<file path="config.mk">
export PLATFORM = sky130hd
export DESIGN_NAME = hex_parser
export DESIGN_NICKNAME = d
export VERILOG_FILES = /design/src/rtl/hex_parser.sv
export SDC_FILE = /design/constraint.sdc
export NUM_CORES = 1
export LEC_CHECK = 0
export BUFFER_PORTS_ARGS = -buffer_cell sky130_fd_sc_hd__buf_2
export CORE_MARGIN = 5
export CORE_UTILIZATION = 50
export CTS_BUF_LIST = sky130_fd_sc_hd__clkbuf_4
export CTS_CLUSTER_DIAMETER = 60
export DETAILED_ROUTE_END_ITERATION = 6
export PLACE_DENSITY_LB_ADDON = 0.2
export SYNTH_ARGS = -nofsm -noshare
export SYNTH_HDL_FRONTEND = slang
export SYNTH_SLANG_ARGS = --single-unit
</file>
<file path="constraint.sdc">
create_clock -name clk -period 2.3 [get_ports clk]
set_input_delay 0.23 -clock clk [delete_from_list [all_inputs] [get_ports clk]]
set_output_delay 0.23 -clock clk [all_outputs]
set_load 0.1 [all_outputs]
</file>
<file path="src/rtl/hex_parser.sv">
// ASCII hex tokenizer: accumulates hex digits into a word and emits one token
// (value, digit count, overflow, terminating byte) for every non-hex byte.
module hex_parser #(
  parameter int WIDTH = 32,
  localparam int MAX_DIGITS = WIDTH / 4,
  localparam int CW = $clog2(MAX_DIGITS + 1)
) (
  input  logic             clk,
  input  logic             reset,
  input  logic             in_valid,
  input  logic [7:0]       in_data,
  output logic             out_valid,
  output logic [WIDTH-1:0] out_value,
  output logic [CW-1:0]    out_digits,
  output logic             out_overflow,
  output logic [7:0]       out_term,
  output logic             busy
);

  typedef enum logic {IDLE, DIGITS} state_t;

  state_t           state_q, state_d;
  logic [WIDTH-1:0] acc_q, acc_d;
  logic [CW-1:0]    cnt_q, cnt_d;
  logic             ovf_q, ovf_d;
  logic             emit;
  logic [4:0]       dec;

  // {is_hex, nibble}; anything outside 0-9 / a-f / A-F is a terminator.
  function automatic logic [4:0] decode_hex(input logic [7:0] b);
    logic [4:0] r;
    r = '0;
    if (b >= 8'h30 && b <= 8'h39)
      r = {1'b1, b[3:0]};
    else if ((b >= 8'h41 && b <= 8'h46) || (b >= 8'h61 && b <= 8'h66))
      r = {1'b1, b[3:0] + 4'd9};
    return r;
  endfunction

  assign dec = decode_hex(in_data);

  always_comb begin
    state_d = state_q;
    acc_d   = acc_q;
    cnt_d   = cnt_q;
    ovf_d   = ovf_q;
    emit    = 1'b0;
    if (in_valid) begin
      if (dec[4]) begin
        // Oldest digits shift out the top, so the newest MAX_DIGITS survive.
        acc_d   = {acc_q[WIDTH-5:0], dec[3:0]};
        state_d = DIGITS;
        if (cnt_q < CW'(MAX_DIGITS))
          cnt_d = cnt_q + 1'b1;
        else
          ovf_d = 1'b1;
      end else begin
        emit    = 1'b1;
        acc_d   = '0;
        cnt_d   = '0;
        ovf_d   = 1'b0;
        state_d = IDLE;
      end
    end
  end

  // Token register stage: outputs hold their last token between strobes.
  always_ff @(posedge clk) begin
    if (reset) begin
      state_q      <= IDLE;
      acc_q        <= '0;
      cnt_q        <= '0;
      ovf_q        <= 1'b0;
      out_valid    <= 1'b0;
      out_value    <= '0;
      out_digits   <= '0;
      out_overflow <= 1'b0;
      out_term     <= '0;
    end else begin
      state_q   <= state_d;
      acc_q     <= acc_d;
      cnt_q     <= cnt_d;
      ovf_q     <= ovf_d;
      out_valid <= emit;
      if (emit) begin
        out_value    <= acc_q;
        out_digits   <= cnt_q;
        out_overflow <= ovf_q;
        out_term     <= in_data;
      end
    end
  end

  assign busy = (state_q == DIGITS);

endmodule

</file>
# After elaboration in Yosys (flattened, before gate mapping)
# Cells that the tools add are included.
# totals
inputBits	11
ff_bits	84
out_inout_bits	47
# op_classes
n_reduce_logical	6
add_sub_neg	2
n_lt_le_gt_ge	7
n_eq_ne	2
muxes	10
# ops
operator	count
32-bit 2-to-1 mux	1
8-bit by 7-bit greater-or-equal comparator with 1-bit output (second input constant)	2
8-bit by 7-bit less-or-equal comparator with 1-bit output (second input constant)	2
5-bit 2-to-1 mux	2
8-bit by 6-bit greater-or-equal comparator with 1-bit output (second input constant)	1
8-bit by 6-bit less-or-equal comparator with 1-bit output (second input constant)	1
4-bit 2-to-1 mux	2
1-bit 2-to-1 mux	5
4-bit by 1-bit adder with 4-bit output (second input constant)	1
4-bit adder (second input constant)	1
4-bit < comparator (second input constant)	1
2-bit AND reduction	2
1-bit logical AND	3
2-bit by 1-bit inequality test with 1-bit output (second input constant)	1
2-bit inequality test (second input constant)	1
1-bit logical OR	1

# Longest topological paths before layout
# Gate-level depths: netlist of the first run.
# logic_depth
ltp_word	7
ltp_mapped	8

# Worst setup path before layout of the first run
# OpenSTA, ideal clock, no wires.
# synth_path
path_kind	in2reg
start	input port in_data[1]
end	register out_digits[0]
path_buffers	2
setup_ns	0.072
path_stages	8
t_arrival_ns	1.746
setup_slack_ns	0.483
cell_sequence	inv_1 -> ha_1 -> nor3b_1 -> a311oi_4 -> nor3b_1 -> clkbuf_1 -> buf_2 -> mux2i_1
# synth_via
elab_chain_cells	7
word_cells_on_any_way	14
# synth_lines
element	line_no	text
start: declaration	11	input logic [7:0] in_data,
8-bit by 7-bit greater-or-equal comparator with 1-bit output or 8-bit by 7-bit less-or-equal comparator with 1-bit output (tied branches)	35	else if ((b >= 8'h41 && b <= 8'h46) || (b >= 8'h61 && b <= 8'h66))
1-bit logical AND	35	
1-bit logical OR	35	
5-bit 2-to-1 mux	35	
5-bit 2-to-1 mux (*)	33	if (b >= 8'h30 && b <= 8'h39)
1-bit 2-to-1 mux (*)	49	if (dec[4]) begin
1-bit 2-to-1 mux (*)	48	if (in_valid) begin
end signal: assignment	87	out_digits <= cnt_q;
end: declaration	14	output logic [CW-1:0] out_digits,
# Mark *: on every way between the ends. The rest lies on a longest branch, timed or not.
# A chain may end at the register's enable or synchronous reset.

# Worst setup path in the final report of the first run
# layout_path
start	input port in_data[1]
end	register out_value[29]
# layout_via
elab_chain_cells	7
word_cells_on_any_way	14
# layout_lines
element	line_no	text
8-bit by 7-bit greater-or-equal comparator with 1-bit output or 8-bit by 7-bit less-or-equal comparator with 1-bit output (tied branches)	35	
1-bit logical AND	35	
1-bit logical OR	35	
5-bit 2-to-1 mux	35	
5-bit 2-to-1 mux (*)	33	
1-bit 2-to-1 mux (*)	49	
1-bit 2-to-1 mux (*)	48	
end signal: assignment	86	out_value <= acc_q;
end: declaration	13	output logic [WIDTH-1:0] out_value,
# Marks and branches as above.

==> metrics.json, run 1 <==
{
  "run_status": {
    "outcome": "finished, final reports clean"
  },
  "flow_run": {
    "cap_viol_max_count": 0
  },
  "logic_synthesis": {
    "netlist_top_cells_area": "dfxtp_1 45%, nand2b_1 20%, mux2i_1 12%",
    "avgSynthCellArea_um2": 9.563,
    "ys_warn_count": 0,
    "synth_top_flop_cell": "dfxtp_1",
    "postSynth.asyncResetShare": 0,
    "syn_area_mm2": 0.003777,
    "synth_top_area_share": 0.4452,
    "synth_edf_count": 0,
    "sequential_element_share_of_the_synthesized_area": 0.4452,
    "synth_cell_types": 37,
    "library_cell_with_the_largest_summed_area_after_synthesis": "dfxtp_1",
    "synth.net_count": 410,
    "synth_seq_cells": 84,
    "netlist_instances": 395
  },
  "sta": {
    "timing.final.setup_violations": 0,
    "min_period_over_period": 0.7776,
    "setup_slack_ps": 511.4,
    "rsz0062_at_grt": "no",
    "hold_viol": 0,
    "worst_slew_pin_slew_ps": 550.2,
    "slew_headroom": 0.6332,
    "fin_worst_skew_ps": 14.61,
    "timing_max_transition_violations_final": 0,
    "fmax_mhz": 559.1,
    "fin_tns_setup_ps": 0,
    "finalWorstPathRequiredPeriod_ps": 1789
  },
  "worst_hold_path": {
    "min_path_cells": 3,
    "worst_hold_path_type": "primary input to register"
  },
  "floorplan": {
    "area_of_the_core_region_mm2": 0.007292,
    "design.die.area_mm2": 0.009393,
    "dieWidth_um": 96.92,
    "fp.dieH_um": 96.92,
    "boundaryPins": 58,
    "num_rows": 31,
    "initial_core_util": 0.5180
  },
  "power": {
    "clockPowerShare": 0.346,
    "total_switching_power_uw": 715.3,
    "power.sequential.fraction": 0.540,
    "internal_power_uw": 2024,
    "power_per_cell_area_mw_per_mm2": 637.9,
    "power.combinational.fraction": 0.114,
    "power.share.switching": 0.2611,
    "static-leakage-power_uw": 0.001659,
    "worst_ir_drop_vdd_mv": 0.2946
  },
  "drt": {
    "totalWireLength_mm": 7.203,
    "wl_per_cell_um": 13.34,
    "drtPass1Iterations": 4,
    "postRouteAntennaNets": 0,
    "number_of_remaining_drc_errors": 0,
    "detail_route.iter0.violations": 179,
    "vias": 2780,
    "vias_per_cell": 5.148
  },
  "clock_tree": {
    "cts_repair_resize_count": 0,
    "ctsRootBufferMaster": "clkbuf_4",
    "bufs_on_longest_clock_path": 2,
    "cts_num_sinks": 84,
    "cts_hold_buffers": 0,
    "tritoncts.num_buffers": 9,
    "worstSkewPairLatency_ps": 420,
    "tritoncts": "yes",
    "clk_transition_reported_paths_ps": 130,
    "post-cts-setup-buffers": 0,
    "cts_htree_levels": 3
  },
  "grt": {
    "grt-ovfl-total": 0,
    "grt_pass1_vias": 2789,
    "number_of_antenna_violations_at_the_first_check_in_global_routing": 0,
    "global_route_wire_length_before_repair_mm": 12.79,
    "grt_start_max_net_pins": 131,
    "grt.total_usage": 0.1602
  },
  "final_layout": {
    "layoutNonFillerInstCount": 540,
    "num-nets-final": 451,
    "drive_gt1_frac": 0.1927,
    "n_antenna_cell": 0,
    "layout_common_cells": "121 x nand2b_1, 84 x dfxtp_1, 57 x buf_2, 45 x mux2i_1, 33 x a21oi_1",
    "n_fill_cell": 702,
    "flow.area_growth_from_synthesis_pct": 13.68,
    "final_common_cell": "nand2b_1"
  },
  "setup_path": {
    "critPathKind": "primary input to register",
    "worst-endpoint-required_ps": 2640,
    "critPathCaptureType": "register",
    "critical_path.max_fanout": 47,
    "rr_worst_depth": 4,
    "critical_path.startpoint_type": "primary input",
    "worst_ep_arrival_time_ps": 2130
  },
  "placement": {
    "gp_congestion": 0.7584,
    "placement.io_buffers": 57,
    "post-place-ws_ps": 103.3,
    "dpl.hpwl_mm": 4.544,
    "place_inst": 524
  }
}
## critical path, cell delays in order
cell and delay (ps):
buf_2 170, inv_1 110, ha_1 220, nor3b_1 410
a311oi_4 80, nor3b_2 290, buf_12 320, mux2i_1 240
## through the flow
stage | hold WS (ps) | instance area, um^2 | power, uW | util
global placement | 456.3 | 4130 | 1820 | 0.5664
global route | 71.96 | 4294 | 2863 | 0.5889
floorplan | 385.3 | 3777 | 1764 | -
detailed placement | 458.3 | 4130 | 1825 | 0.5664
finish | 92.33 | 4294 | 2739 | 0.5889
CTS | 60.63 | 4294 | 2780 | 0.5889
## power groups by stage
stage,sequential (uW),clock (uW),combinational [uW]
2_1_floorplan,1610,0,158
3_3_place_gp,1510,0,309
3_5_place_dp,1510,0,313
4_1_cts,1480,986,313
5_1_grt,1480,1050,334
6_report,1480,948,311
## worst paths after layout
| path | startpoint | endpoint | slack (ps) |
|---|---|---|---|
| max | in_data[1] | out_value[29]$_SDFFE_PP0P_ | 510 |
| max reg2reg | cnt_q[0]$_SDFFE_PP0P_ | cnt_q[1]$_SDFFE_PP0P_ | 1060 |
| min | in_data[5] | out_term[5]$_SDFFE_PP0P_ | 90 |
| min reg2reg | out_value[27]$_SDFFE_PP0P_ | out_value[27]$_SDFFE_PP0P_ | 480 |
## routing by layer
metal  global-route usage  wire, um  share of wire  up-vias
li1                     -         -              -     1432
met1               0.2091      3456           0.48     1286
met2               0.2532      3351           0.47       53
met3              0.03669       282          0.039        9
met4              0.06911       112          0.016        0
met5                    0         0              0        -
## state kept, by name, summed over array words and instances (netlist names)
name and count:
out_term 8, cnt_q 4, out_valid 1, out_overflow 1
acc_q 32, out_digits 4, ovf_q 1, busy 1
out_value 32
## cells by family (layout without fill, tap and decap cells)
logic type,count (synthesis),count (layout),synth area share
multiplexers,45,45,0.1192
XOR/XNOR,1,1,0.002319
AO/OA/AOI/OAI,77,77,0.1365
buffers and inverters,39,85,0.04273
adder cells (fa/ha/maj),4,4,0.01325
flip-flops,84,84,0.4452
AND/OR/NAND/NOR,145,145,0.2408
## final cells by class
type                    instances  area [um^2]  area share
flip-flops and latches         84         1682      0.3916
multi-input cells             272         1943      0.4525
well taps                      99        123.9     0.02885
clock buffers                  10        75.07     0.01748
clock inverters                 6        88.84     0.02069
repair buffers                 64        362.8     0.08450
inverters                       5        18.77    0.004371
## Yosys cell counts, types with 2 or more instances
cell,instances
dfxtp_1,84
and2_1,2
a21oi_1,34
o21ai_0,2
nor3_1,4
ha_1,4
nor3b_1,3
mux2i_1,45
nor2_1,5
clkbuf_1,26
a22oi_1,2
buf_2,6
nor2b_1,3
o211ai_1,28
nand2b_1,121
inv_1,5
No activity file was read; power rests on OpenSTA's default activity.
==> run 2: changes to the inputs <==
Clock period 2.3 ns to 1.8 ns, I/O delays scaled along.
==> run 2 against run 1 <==
Effect of this change: register-to-register slack lost 500 ps; first-iteration DRC count shrank 19%; critical path depth is the same; design area grew 5.5%; flip-flop and latch count is the same; clock power grew 33%; clock-buffer cell count shrank 1; sequential power grew 28%; core utilization grew 3.2 points; sequential share of layout area shrank 2.0 points; global-route usage grew 0.71 points; highest routed layer unchanged.
==> metrics.json, run 2 (synthesis gave the netlist of run 1 again) <==
{
  "drt": {
    "postRouteAntennaNets": {"value": 0, "change": "unchanged"},
    "vias_per_cell": {"value": 5.104, "change": "-0.86%"},
    "number_of_remaining_drc_errors": {"value": 0, "change": "unchanged"},
    "detail_route.iter0.violations": {"value": 145, "change": "-19%"},
    "wl_per_cell": {"value": 13.40, "unit": "um", "change": "+0.44%"},
    "vias": {"value": 2848, "change": "+2.4%"},
    "drtPass1Iterations": {"value": 4, "change": "unchanged"},
    "totalWireLength": {"value": 7.476, "unit": "mm", "change": "+3.8%"}
  },
  "final_layout": {
    "num-nets-final": {"value": 469, "change": "+4.0%"},
    "flow.area_growth_from_synthesis_pct": 19.91,
    "final_common_cell": "nand2b_1",
    "biggestRegsByFlops": "acc_q x32, out_value x32, out_term x8",
    "drive_gt1_frac": {"value": 0.2200, "change": "+0.02730"},
    "layout_common_cells": "121 x nand2b_1, 84 x dfxtp_1, 57 x buf_2, 45 x mux2i_1, 33 x a21oi_1",
    "n_antenna_cell": {"value": 0, "change": "unchanged"}
  },
  "grt": {
    "global_route_wire_length_before_repair": {"value": 13.31, "unit": "mm", "change": "+4.0%"},
    "grt.total_usage": {"value": 0.1673, "change": "+0.007109"},
    "grt_pass1_vias": {"value": 2858, "change": "+2.5%"},
    "grt-ovfl-total": {"value": 0, "change": "unchanged"},
    "grt_start_max_net_pins": {"value": 74, "change": "-44%"},
    "number_of_antenna_violations_at_the_first_check_in_global_routing": {"value": 0, "change": "unchanged"}
  },
  "sta": {
    "rsz0062_at_grt": "no",
    "worst_slew_pin_slew": {"value": 591.5, "unit": "ps", "change": "+41.29 ps"},
    "timing.final.setup_violations": {"value": 0, "change": "unchanged"},
    "finalWorstPathRequiredPeriod_ps": 1632,
    "fmax_mhz": 612.8,
    "hold_slack": {"value": 120.9, "unit": "ps", "change": "+28.58 ps"},
    "fin_worst_skew": {"value": 12.72, "unit": "ps", "change": "-1.890 ps"},
    "slew_headroom": {"value": 0.6056, "change": "-0.02752"},
    "timing_max_transition_violations_final": {"value": 0, "change": "unchanged"},
    "setup_slack": {"value": 168.1, "unit": "ps", "change": "-343.3 ps"},
    "hold_viol": {"value": 0, "change": "unchanged"},
    "min_period_over_period": 0.9066
  },
  "clock_tree": {
    "clk_transition_reported_paths": {"value": 130, "unit": "ps", "change": "about the same"},
    "cts_num_sinks": {"value": 84, "change": "unchanged"},
    "bufs_on_longest_clock_path": {"value": 2, "change": "unchanged"},
    "cts_htree_levels": {"value": 3, "change": "unchanged"},
    "tritoncts": "yes",
    "worstSkewPairLatency": {"value": 440, "unit": "ps", "change": "+20 ps"},
    "post-cts-setup-buffers": {"value": 0, "change": "unchanged"},
    "ctsRootBufferMaster": "clkbuf_4",
    "tritoncts.num_buffers": {"value": 9, "change": "unchanged"}
  },
  "setup_path": {
    "worst-endpoint-required": {"value": 2180, "unit": "ps", "change": "-460 ps"},
    "worst_path_slowest_cell": "dlygate4sd3_1",
    "critical_path.max_fanout": {"value": 15, "change": "-68%"},
    "critPathKind": "primary input to register",
    "cp_slowest_stage_delay": {"value": 530, "unit": "ps", "change": "+120 ps"},
    "critical_path.startpoint_type": "primary input",
    "critPathCaptureType": "register",
    "critical_path.cell_chain": "dlygate4sd3_1, buf_2, nand4bb_1, a21oi_2, nor3b_2, buf_12, buf_12, mux2i_1",
    "worst_ep_arrival_time": {"value": 2010, "unit": "ps", "change": "-120 ps"},
    "critical_path.most_common_cell": "buf_12"
  },
  "power": {
    "worst_ir_drop_vdd": {"value": 0.5164, "unit": "mV", "change": "+75%"},
    "static-leakage-power": {"value": 0.001782, "unit": "uW", "change": "+7.4%"},
    "power_per_cell_area": {"value": 795.6, "unit": "mW/mm^2", "change": "+25%"}
  },
  "placement": {
    "post-place-ws": {"value": -154.4, "unit": "ps", "change": "-257.7 ps"},
    "dpl.hpwl": {"value": 5.032, "unit": "mm", "change": "+11%"},
    "placement.io_buffers": {"value": 57, "change": "unchanged"},
    "gp_congestion": {"value": 0.8570, "change": "+13%"}
  },
  "worst_hold_path": {
    "worst_hold_path_type": "primary input to register"
  },
  "floorplan": {
    "num_rows": {"value": 31, "change": "unchanged"},
    "boundaryPins": {"value": 58, "change": "unchanged"},
    "fp.dieH": {"value": 96.92, "unit": "um", "change": "unchanged"},
    "initial_core_util": {"value": 0.5180, "change": "unchanged"},
    "area_of_the_core_region": {"value": 0.007292, "unit": "mm^2", "change": "unchanged"},
    "dieWidth": {"value": 96.92, "unit": "um", "change": "unchanged"},
    "design.die.area": {"value": 0.009393, "unit": "mm^2", "change": "unchanged"}
  },
  "run_status": {
    "outcome": "finished, final reports clean"
  },
  "flow_run": {
    "cap_viol_max_count": {"value": 0, "change": "unchanged"}
  }
}
[run 2: routing by layer]
metal  track usage  vias up  routed length [um]
met5             0        -                   0
met4       0.07883        0                 170
met3       0.04029       13                 283
met2        0.2654       48                3414
met1        0.2136     1312                3607
li1              -     1475                   -
[run 2: through the flow]
stage | area [um^2] | total power [uW] | utilization | instances | TNS, ps
6_report | 4529 | 3603 | 0.6211 | 558 | 0
5_1_grt | 4529 | 3749 | 0.6211 | 558 | 0
4_1_cts | 4522 | 3633 | 0.6201 | 558 | 0
3_5_place_dp | 4345 | 2384 | 0.5959 | 541 | -4102
3_3_place_gp | 4345 | 2379 | 0.5959 | 541 | -1195
2_1_floorplan | 3777 | 2254 | - | 395 | 0
[run 2: report_power, final]
group	leakage (uW)	total [uW]	internal (uW)	switching (uW)
Clock	0.0000881	1260	571	689
Combinational	0.00101	453	173	280
Sequential	0.000679	1890	1880	11.3
Total	0.00178	3600	2620	980
[run 2: final cells by class]
class	instances	area (um^2)
well taps	99	123.9
inverters	5	18.77
fillers	685	2763
clock buffers	9	67.56
clock inverters	7	98.84
repair buffers	82	595.6
flip-flops and latches	84	1682
multi-input cells	272	1943
[run 2: critical path, delay by kind of cell]
kind / cells / cell delay, ps
AO/OA/AOI/OAI: 1 / 80
AND/OR/NAND/NOR: 2 / 560
buffers and inverters: 4 / 1010
multiplexers: 1 / 180
[run 2: worst paths after layout]
kind                         startpoint                          to  slack, ps  cells past startpoint
max reg2reg       cnt_q[1]$_SDFFE_PP0P_       cnt_q[1]$_SDFFE_PP0P_        560                      4
max                          in_data[5]  out_digits[1]$_SDFFE_PP0P_        170                      8
min                          in_data[6]    out_term[6]$_SDFFE_PP0P_        120                      4
min reg2reg  out_value[12]$_SDFFE_PP0P_  out_value[12]$_SDFFE_PP0P_        480                      2
[run 2: timing repair]
item | in CTS | in global routing
hold endpoints to repair | 1 | 0
gates resized for setup | 0 | 2
hold buffers | 1 | 0
endpoints found under the setup margin | 0 | 2
